**src/rtl/adc_serdes_tx.sv**
```systemverilog
// adc_serdes_tx
//
// Bit-serial transmitter that emulates the ADC LVDS output: eight data lanes
// plus a frame clock, framed with pattern 8'h0f and sent MSB first. It serves
// as a loopback and bench source for the capture path. Sample words enter a
// small FIFO through a valid/ready handshake. After leaving IDLE the block
// waits an optional bit delay and sends a training sequence. It then
// serializes one FIFO word per frame.
//
// Ports
//   clk            bit clock, one serial bit per cycle per lane
//   rst_n          asynchronous active-low reset
//   enable_i       start/stop transmission (stop completes the current frame)
//   frame_phase_i  bit delay before the first frame, latched when leaving IDLE
//   s_data_i       64-bit sample word, lane i = s_data_i[8i+7:8i]
//   s_valid_i      s_data_i valid
//   s_ready_o      FIFO not full (registered)
//   ser_data_o     serial data, one bit per lane
//   ser_fclk_o     serial frame clock, 0000_1111 per frame
//   frame_start_o  high during bit 0 of every frame
//   training_o     high while training frames are on the wire
//   underrun_o     sticky, RUN needed a word and the FIFO was empty
//   frame_count_o  live (RUN) frames sent, wraps
//
// Optional feature, macro ADC_SERDES_TX_RAMP_EN:
//   adds ramp_mode_i. While it is high at a RUN frame load, lane i sends
//   (ramp + i) mod 256 instead of a FIFO word. The ramp restarts at 0 on RUN
//   entry.
//
// State table
//   state    | meaning
//   ST_IDLE  | outputs 0, waiting for enable_i
//   ST_PHASE | outputs 0 for the latched frame_phase cycles
//   ST_TRAIN | sending TRAIN_FRAMES frames of TRAIN_WORD, training_o=1
//   ST_RUN   | sending FIFO words (IDLE_WORD and underrun on empty)

module adc_serdes_tx #(
    parameter int unsigned FIFO_DEPTH   = 4,
    parameter int unsigned TRAIN_FRAMES = 16,
    parameter logic [7:0]  TRAIN_WORD   = 8'hA5,
    parameter logic [7:0]  IDLE_WORD    = 8'h00
) (
    input  logic        clk,
    input  logic        rst_n,
    input  logic        enable_i,
    input  logic [2:0]  frame_phase_i,
    input  logic [63:0] s_data_i,
    input  logic        s_valid_i,
`ifdef ADC_SERDES_TX_RAMP_EN
    input  logic        ramp_mode_i,
`endif
    output logic        s_ready_o,
    output logic [7:0]  ser_data_o,
    output logic        ser_fclk_o,
    output logic        frame_start_o,
    output logic        training_o,
    output logic        underrun_o,
    output logic [15:0] frame_count_o
);

    localparam int unsigned AW = (FIFO_DEPTH > 1) ? $clog2(FIFO_DEPTH) : 1;
    localparam int unsigned CW = AW + 1;

    typedef enum logic [1:0] {
        ST_IDLE  = 2'd0,
        ST_PHASE = 2'd1,
        ST_TRAIN = 2'd2,
        ST_RUN   = 2'd3
    } state_t;

    state_t        state_q, state_d;
    logic [2:0]    bit_q, bit_d;
    logic [2:0]    phase_cnt_q, phase_cnt_d;
    logic [7:0]    train_cnt_q, train_cnt_d;
    logic [63:0]   shreg_q, shreg_d;
    logic [7:0]    ser_data_q, ser_data_d;
    logic          fclk_q, fclk_d;
    logic          fstart_q, fstart_d;
    logic          training_q, training_d;
    logic          underrun_q, underrun_d;
    logic [15:0]   frame_cnt_q, frame_cnt_d;

    logic [63:0]   mem_q [FIFO_DEPTH];
    logic [AW-1:0] wr_ptr_q, rd_ptr_q;
    logic [CW-1:0] count_q, count_d;
    logic          s_ready_q;
    logic          push, pop;

    logic          load, run_load, active;
    logic [63:0]   load_word;

`ifdef ADC_SERDES_TX_RAMP_EN
    logic [7:0]    ramp_q, ramp_d;
    logic [7:0]    ramp_val;
`endif

    // ------------------------------------------------------------------
    // FIFO: pops happen only at RUN frame loads. The read word comes from
    // the registered head, so a push in the load cycle is not visible.
    // ------------------------------------------------------------------
    assign push = s_valid_i & s_ready_q;

    always_comb begin
        count_d = count_q;
        if (push && !pop) begin
            count_d = count_q + 1'b1;
        end else if (!push && pop) begin
            count_d = count_q - 1'b1;
        end
    end

    always_ff @(posedge clk) begin
        if (push) begin
            mem_q[wr_ptr_q] <= s_data_i;
        end
    end

    always_ff @(posedge clk or negedge rst_n) begin
        if (!rst_n) begin
            wr_ptr_q  <= '0;
            rd_ptr_q  <= '0;
            count_q   <= '0;
            s_ready_q <= 1'b1;
        end else begin
            if (push) begin
                wr_ptr_q <= wr_ptr_q + 1'b1;
            end
            if (pop) begin
                rd_ptr_q <= rd_ptr_q + 1'b1;
            end
            count_q   <= count_d;
            s_ready_q <= (count_d != CW'(FIFO_DEPTH));
        end
    end

    // ------------------------------------------------------------------
    // Sequencer and serializer next state
    // ------------------------------------------------------------------
    always_comb begin
        state_d     = state_q;
        bit_d       = bit_q;
        phase_cnt_d = phase_cnt_q;
        train_cnt_d = train_cnt_q;
        shreg_d     = shreg_q;
        ser_data_d  = '0;
        fclk_d      = 1'b0;
        fstart_d    = 1'b0;
        training_d  = 1'b0;
        underrun_d  = underrun_q;
        frame_cnt_d = frame_cnt_q;
        load        = 1'b0;
        run_load    = 1'b0;
        load_word   = '0;
        pop         = 1'b0;
`ifdef ADC_SERDES_TX_RAMP_EN
        ramp_d      = ramp_q;
        ramp_val    = ramp_q;
`endif
        // Mid-frame bits are shifted out; bit 7 is always followed by a load or by IDLE.
        active = ((state_q == ST_TRAIN) || (state_q == ST_RUN)) && (bit_q != 3'd7);

        unique case (state_q)
            ST_IDLE: begin
                if (enable_i) begin
                    underrun_d = 1'b0;
                    if (frame_phase_i == 3'd0) begin
                        // Zero delay: the first training frame loads on this edge.
                        load        = 1'b1;
                        load_word   = {8{TRAIN_WORD}};
                        train_cnt_d = 8'(TRAIN_FRAMES - 1);
                        state_d     = ST_TRAIN;
                    end else begin
                        phase_cnt_d = frame_phase_i;
                        state_d     = ST_PHASE;
                    end
                end
            end
            ST_PHASE: begin
                if (!enable_i) begin
                    state_d = ST_IDLE;
                end else if (phase_cnt_q == 3'd1) begin
                    load        = 1'b1;
                    load_word   = {8{TRAIN_WORD}};
                    train_cnt_d = 8'(TRAIN_FRAMES - 1);
                    state_d     = ST_TRAIN;
                end else begin
                    phase_cnt_d = phase_cnt_q - 3'd1;
                end
            end
            ST_TRAIN: begin
                if (bit_q == 3'd7) begin
                    if (!enable_i) begin
                        state_d = ST_IDLE;
                    end else if (train_cnt_q == 8'd0) begin
                        run_load = 1'b1;
                        state_d  = ST_RUN;
                    end else begin
                        load        = 1'b1;
                        load_word   = {8{TRAIN_WORD}};
                        train_cnt_d = train_cnt_q - 8'd1;
                    end
                end
            end
            ST_RUN: begin
                if (bit_q == 3'd7) begin
                    if (!enable_i) begin
                        state_d = ST_IDLE;
                    end else begin
                        run_load = 1'b1;
                    end
                end
            end
        endcase

        if (run_load) begin
            load        = 1'b1;
            frame_cnt_d = frame_cnt_q + 16'd1;
`ifdef ADC_SERDES_TX_RAMP_EN
            // The ramp restarts on the TRAIN->RUN load.
            ramp_val = (state_q == ST_TRAIN) ? 8'd0 : ramp_q;
            ramp_d   = ramp_val + 8'd1;
            if (ramp_mode_i) begin
                for (int i = 0; i < 8; i++) begin
                    load_word[8*i +: 8] = ramp_val + 8'(i);
                end
            end else
`endif
            if (count_q != '0) begin
                pop       = 1'b1;
                load_word = mem_q[rd_ptr_q];
            end else begin
                load_word  = {8{IDLE_WORD}};
                underrun_d = 1'b1;
            end
        end

        if (load) begin
            bit_d = 3'd0;
            for (int i = 0; i < 8; i++) begin
                ser_data_d[i]       = load_word[8*i+7];
                shreg_d[8*i +: 8]   = {load_word[8*i +: 7], 1'b0};
            end
        end else if (active) begin
            bit_d = bit_q + 3'd1;
            for (int i = 0; i < 8; i++) begin
                ser_data_d[i]       = shreg_q[8*i+7];
                shreg_d[8*i +: 8]   = {shreg_q[8*i +: 7], 1'b0};
            end
        end else begin
            bit_d = 3'd0;
        end

        // Frame clock is high for bits 4..7, i.e. bit index MSB.
        fclk_d     = (load || active) ? bit_d[2] : 1'b0;
        fstart_d   = load;
        training_d = (state_d == ST_TRAIN);
    end

    always_ff @(posedge clk or negedge rst_n) begin
        if (!rst_n) begin
            state_q     <= ST_IDLE;
            bit_q       <= '0;
            phase_cnt_q <= '0;
            train_cnt_q <= '0;
            shreg_q     <= '0;
            ser_data_q  <= '0;
            fclk_q      <= 1'b0;
            fstart_q    <= 1'b0;
            training_q  <= 1'b0;
            underrun_q  <= 1'b0;
            frame_cnt_q <= '0;
`ifdef ADC_SERDES_TX_RAMP_EN
            ramp_q      <= '0;
`endif
        end else begin
            state_q     <= state_d;
            bit_q       <= bit_d;
            phase_cnt_q <= phase_cnt_d;
            train_cnt_q <= train_cnt_d;
            shreg_q     <= shreg_d;
            ser_data_q  <= ser_data_d;
            fclk_q      <= fclk_d;
            fstart_q    <= fstart_d;
            training_q  <= training_d;
            underrun_q  <= underrun_d;
            frame_cnt_q <= frame_cnt_d;
`ifdef ADC_SERDES_TX_RAMP_EN
            ramp_q      <= ramp_d;
`endif
        end
    end

    assign s_ready_o     = s_ready_q;
    assign ser_data_o    = ser_data_q;
    assign ser_fclk_o    = fclk_q;
    assign frame_start_o = fstart_q;
    assign training_o    = training_q;
    assign underrun_o    = underrun_q;
    assign frame_count_o = frame_cnt_q;

endmodule

```
**config.mk**
```make
export PLATFORM = sky130hd
export DESIGN_NAME = adc_serdes_tx
export DESIGN_NICKNAME = d
export VERILOG_FILES = /design/src/rtl/adc_serdes_tx.sv
export SDC_FILE = /design/constraint.sdc
export NUM_CORES = 1
export LEC_CHECK = 0
export ABC_AREA = 1
export CAP_MARGIN = 20
export CORE_ASPECT_RATIO = 0.7
export CORE_MARGIN = 2
export CORE_UTILIZATION = 25
export DETAILED_ROUTE_END_ITERATION = 10
export SYNTH_ARGS = -nofsm -noshare
export SYNTH_HDL_FRONTEND = slang
export SYNTH_SLANG_ARGS = --single-unit
```
**constraint.sdc**
```tcl
create_clock -name clk -period 7.3 [get_ports clk]
set_input_delay 0.73 -clock clk [delete_from_list [all_inputs] [get_ports clk]]
set_output_delay 0.73 -clock clk [all_outputs]
set_load 0.01 [all_outputs]
```
# [Word level (Yosys, flattened, before mapping)]
# Memories as Yosys holds them, arrays and structs flattened.
# Cells that the tools add are included.
[op_classes] addsub=8 n_eq_ne=17 bitwise=1 n_reduce_logical=16 mux=65
[op_table] cell="64-bit two-way mux" count=11
[op_table] cell="64-bit case mux with 3 select lines" count=1
[op_table] cell="8-bit two-way mux" count=9
[op_table] cell="3-bit two-way mux" count=8
[op_table] cell="8-bit case mux with 3 select lines" count=1
[op_table] cell="1-bit two-way mux" count=22
[op_table] cell="2-bit two-way mux" count=9
[op_table] cell="16-bit by 1-bit adder with 16-bit output (second input constant)" count=1
[op_table] cell="2-bit != test (second input constant)" count=8
[op_table] cell="8-bit zero test" count=1
[op_table] cell="2-bit case mux with 4 select lines" count=1
[op_table] cell="8-bit AND reduction" count=1
[op_table] cell="8-bit by 1-bit subtractor with 8-bit output (second input constant)" count=1
[op_table] cell="3-bit by 1-bit adder with 3-bit output (second input constant)" count=2
[op_table] cell="2-bit == test (second input constant)" count=3
[op_table] cell="3-bit != test (second input constant)" count=2
[op_table] cell="3-bit case mux with 2 select lines" count=1
[op_table] cell="3-bit nonzero test" count=2
[op_table] cell="3-bit by 1-bit subtractor with 3-bit output (second input constant)" count=2
[op_table] cell="5-bit AND reduction" count=1
[op_table] cell="2-bit by 1-bit adder with 2-bit output (second input constant)" count=2
[op_table] cell="2-bit nonzero test" count=2
[op_table] cell="3-bit by 1-bit == test with 1-bit output (second input constant)" count=1
[op_table] cell="3-bit == test (second input constant)" count=1
[op_table] cell="other kinds (10)" count=14
[word_totals] out_inout_bits=29 elab_cells=123 mem_count=1 ram_bits=256 input_bits=71 regBits=116
[memory_table] memory="mem_q" depth=4 word_bits=64 read_ports=1 rd_ports_with_merged_regs=0 wr=1 line_no="83" source="logic [63:0] mem_q [FIFO_DEPTH];"

# [Logic depth before layout (Yosys ltp)]
[logic_depth] ltp_word=10 ltp_mapped=14 ltp_nobuf=13

# [Worst setup path before layout]
# Ideal clock, no wire load.
[synth_timing] path_type="input to register" start="input s_valid_i" end="memory mem_q[0][0], enable pin" setup_time_ps=487 t_required_ps=6813 n_path_buf=0 slack_ps=3232 arrival_ps=3582 path_stages=2 path_cell_list="nand2_1 -> nor2_1"
[synth_between] elab_chain_cells=3
[synth_rtl] item="start: declaration" line_no="48" source="input logic s_valid_i,"
[synth_rtl] item="1-bit AND" line_no="101" source="assign push = s_valid_i & s_ready_q;"
[synth_rtl] item="1-bit two-way mux" line_no="113" source="if (push) begin"
[synth_rtl] item="1-bit two-way mux (implied by the code)" line_no="114" source="mem_q[wr_ptr_q] <= s_data_i;"
[synth_rtl] item="end: declaration" line_no="83"
# Every way passes these cells.

# [Worst setup path in the final report]
[layout_timing] start="register bit_q[0]" end="register shreg_q[34]"
[layout_between] elab_chain_cells=5 elab_cells_between_ends=14 cone_classes="eq/ne (2); mux (10); reduce/logical (2)"
[layout_rtl] item="start: declaration" line_no="72" source="logic [2:0] bit_q, bit_d;"
[layout_rtl] item="start signal: assignment" line_no="277" source="bit_q <= bit_d;"
[layout_rtl] item="3-bit == test" line_no="191, 205"
[layout_rtl] item="64-bit two-way mux, or another cell as far along" line_no="191" source="if (bit_q == 3'd7) begin"
[layout_rtl] item="64-bit case mux with 3 select lines, or another cell as far along" line_no="162" source="unique case (state_q)"
[layout_rtl] item="64-bit two-way mux or 1-bit two-way mux (tied branches)" line_no="215" source="if (run_load) begin"
[layout_rtl] item="64-bit two-way mux or 2-bit nonzero test (tied branches)"
[layout_rtl] item="end signal: assignment" line_no="280" source="shreg_q <= shreg_d;"
[layout_rtl] item="end: declaration" line_no="75" source="logic [63:0] shreg_q, shreg_d;"
# Parallel ways exist; a longest one is shown, timed or not.
# A chain may end at the register's enable or synchronous reset.

==> metrics.txt <==
total negative slack 0 ns; total area of sequential cells 0.0104 sq mm; Num CTS Buffers 36; Avg Inst Size Synth 11.6 sq um; Skew-Pair Late Insertion Delay 0.54 ns; worst setup margin 3.99 ns; io pins 100; Clock transition at path regs 0.07 ns; Synth top cells by count edfxtp_1, nand2_1, nor2_1; dominant cell type by area after synthesis edfxtp_1; clock buffer depth 3; Leakage 0.00662 uW; IO Port Bufs 99; yosys warns 0; Die Y 208 um; critical path required time 7.72 ns; Post-CTS Setup Repair Bufs 0; post-layout util 30.4%; syn_nets 1366; Initial Util 25.3%; Hold Crit Class primary input to async pin; Core Footprint 0.0585 sq mm; Critical path origin bit_q[0]; Worst Path Arrival 3.73 ns; Placer Congestion 0.804; Fillers 5965; area of the multi-input gates 0.00390 sq mm; PostCTS Resize Cnt 0; count of final hold-check violations 0; Nets 1450; first-pass GRT wire length 56000 um; synthesized cell area 0.0148 sq mm; root buffer cell clkbuf_16; distinct cell type count after synthesis 46; crit end category register; Final setup viols 0; Synth Flop Type edfxtp_1; Synth top area share 51.9%; Synth Register Bits 364; CTS tree done; ys async rst share 29.7%; initial antenna violation count 3; DR iter-0 viols 760; top-count cell post-synth edfxtp_1; worst r2r src bit_q[0]; CP Class register to register; final slew viol count 0; final worst path period share 45.3%; WL per Instance 16.8 um; number of remaining DRC errors 0; critical path startpoint category register; Area contributors post-synth edfxtp_1, dfrtp_1, nand2_1, nor2_1, o21ai_0; cts hold-fix bufs 0; WL final 36700 um; layout cells sized above 1 7.47%; largest net degree at the start of global routing 85; Overflow after GRT 0; CP Max Fanout 49; RSZ-0062 raised after global routing false; sequential area share after synthesis 70.1%; Area Overhead vs Synth 20.0%; CTS Sinks 364; IR drop worst, VDD 171 uV; Final HPWL DP 22300 um; Relative slew margins 28.8%; H-tree levels 2; Place WS 3.77 ns; die extent in x 295 um; Max-Cap Viols 0; drt first pass iters 5; Rows 74; Detail Route Antenna Nets 0; vias in the first global route 9294; Tmin final 3.31 ns; worst slew pin tran 1.07 ns; Peak Freq 302 MHz; Via-to-Cell Ratio 4.42; clk_skew 0.0163 ns; Antenna Cells 0; status finished, final reports clean; via count 9681; PwrDens 380 mW/mm^2; die area 0.0613 sq mm; Syn Inst Count 1281; Post-synth EDFFs 256; gr usage total 11.7%
==> registers in the layout (all words and copies together), names as in the netlist <==
| signal | flops |
|---|---|
| frame_count_o | 16 |
| ser_fclk_o | 1 |
| state_q | 2 |
| phase_cnt_q | 3 |
| s_ready_o | 1 |
| underrun_o | 1 |
| shreg_q | 56 |
| ser_data_o | 8 |
| frame_start_o | 1 |
| count_q | 3 |
| rd_ptr_q | 2 |
| mem_q | 256 |
| training_o | 1 |
| bit_q | 3 |
| train_cnt_q | 8 |
| wr_ptr_q | 2 |
==> critical path, stage by stage (launching register included) <==
cell and delay, ns:
dfrtp_1 0.38, ha_1 0.20, ha_1 0.24, nor2_2 0.67
nor2_1 0.11, nand2_1 0.10, buf_4 0.45, clkinv_2 0.61
nor2_1 0.28, a21oi_1 0.09
==> kinds of logic after synthesis <==
logic type / count (synthesis) / share of synthesized area, %
AND/OR/NAND/NOR: 492 / 13.5
XOR/XNOR: 19 / 1.12
flip-flops: 364 / 70.1
buffers and inverters: 124 / 3.82
adder cells (fa/ha/maj): 14 / 1.18
AO/OA/AOI/OAI: 268 / 10.3
==> metrics by stage <==
stage                     total power (uW)  hold WS (ns)  cell area (sq um)  cells
after CTS                             6840         0.163              17800   2189
after global placement                4950         0.423              16600   2124
after floorplan                       4300         0.410              14800   1281
final                                 6770         0.149              17800   2190
after global routing                  7180         0.174              17800   2190
after detailed placement              4980         0.432              16600   2124
==> final cells by class <==
type                    instances  area share (%)
repair buffers                113            6.26
inverters                      57            1.24
clock inverters                23            1.34
flip-flops and latches        364            58.4
well taps                     798            5.61
multi-input cells             793            21.9
clock buffers                  42            5.19
==> layout by cell type, fill, tap and decap left out, types with 2 or more instances in the layout <==
cell,netlist,final
o22a_1,3,3
o31ai_1,3,3
o21ai_0,117,117
bufinv_16,0,3
nand2_1,218,218
clkinv_8,0,2
nand3b_1,2,2
clkinv_1,1,7
nand2_2,4,4
inv_1,51,50
nand3_1,40,40
clkinvlp_4,0,2
o21ai_2,9,9
edfxtp_1,256,256
buf_4,4,14
nor2_2,3,3
o211ai_1,9,9
xnor2_1,4,4
ha_1,14,14
a21oi_1,63,63
o21ai_1,12,12
xor2_1,15,15
nor2_1,208,204
inv_6,1,2
clkinv_2,1,6
a22oi_1,3,3
nand4_1,7,7
a32o_1,8,8
inv_2,3,4
clkdlybuf4s50_1,0,98
dfrtp_1,107,105
nor3_1,3,3
clkbuf_16,0,36
nor2_4,2,6
o22ai_1,37,37
clkbuf_1,38,6
==> layer usage <==
metal  track usage [%]  up-vias  part of all wire [%]
li1                  -     4615                     -
met5                 0        -                  0.11
met1              17.3     4787                    48
met4              2.12        6                   1.3
met2              17.5      225                    44
met3              2.84       48                   6.1
==> where the power goes <==
group          internal [uW]  switching [uW]  leakage (uW)
sequential              2770             250       0.00369
clock                   1030             808      0.000563
combinational            617            1290       0.00236
==> path summary, 6_finish.rpt <==
check                      cells past startpoint             end  slack [ns]
min reg2reg                                    1        bit_q[0]        0.44
max                                            9     shreg_q[34]        3.99
min                                            1  phase_cnt_q[1]        0.15
max in group asynchronous                      3     rd_ptr_q[0]        6.12
min in group clk                               1        bit_q[0]        0.44
max reg2reg                                    9     shreg_q[34]        3.99
Power figures use the tool's default switching activity.
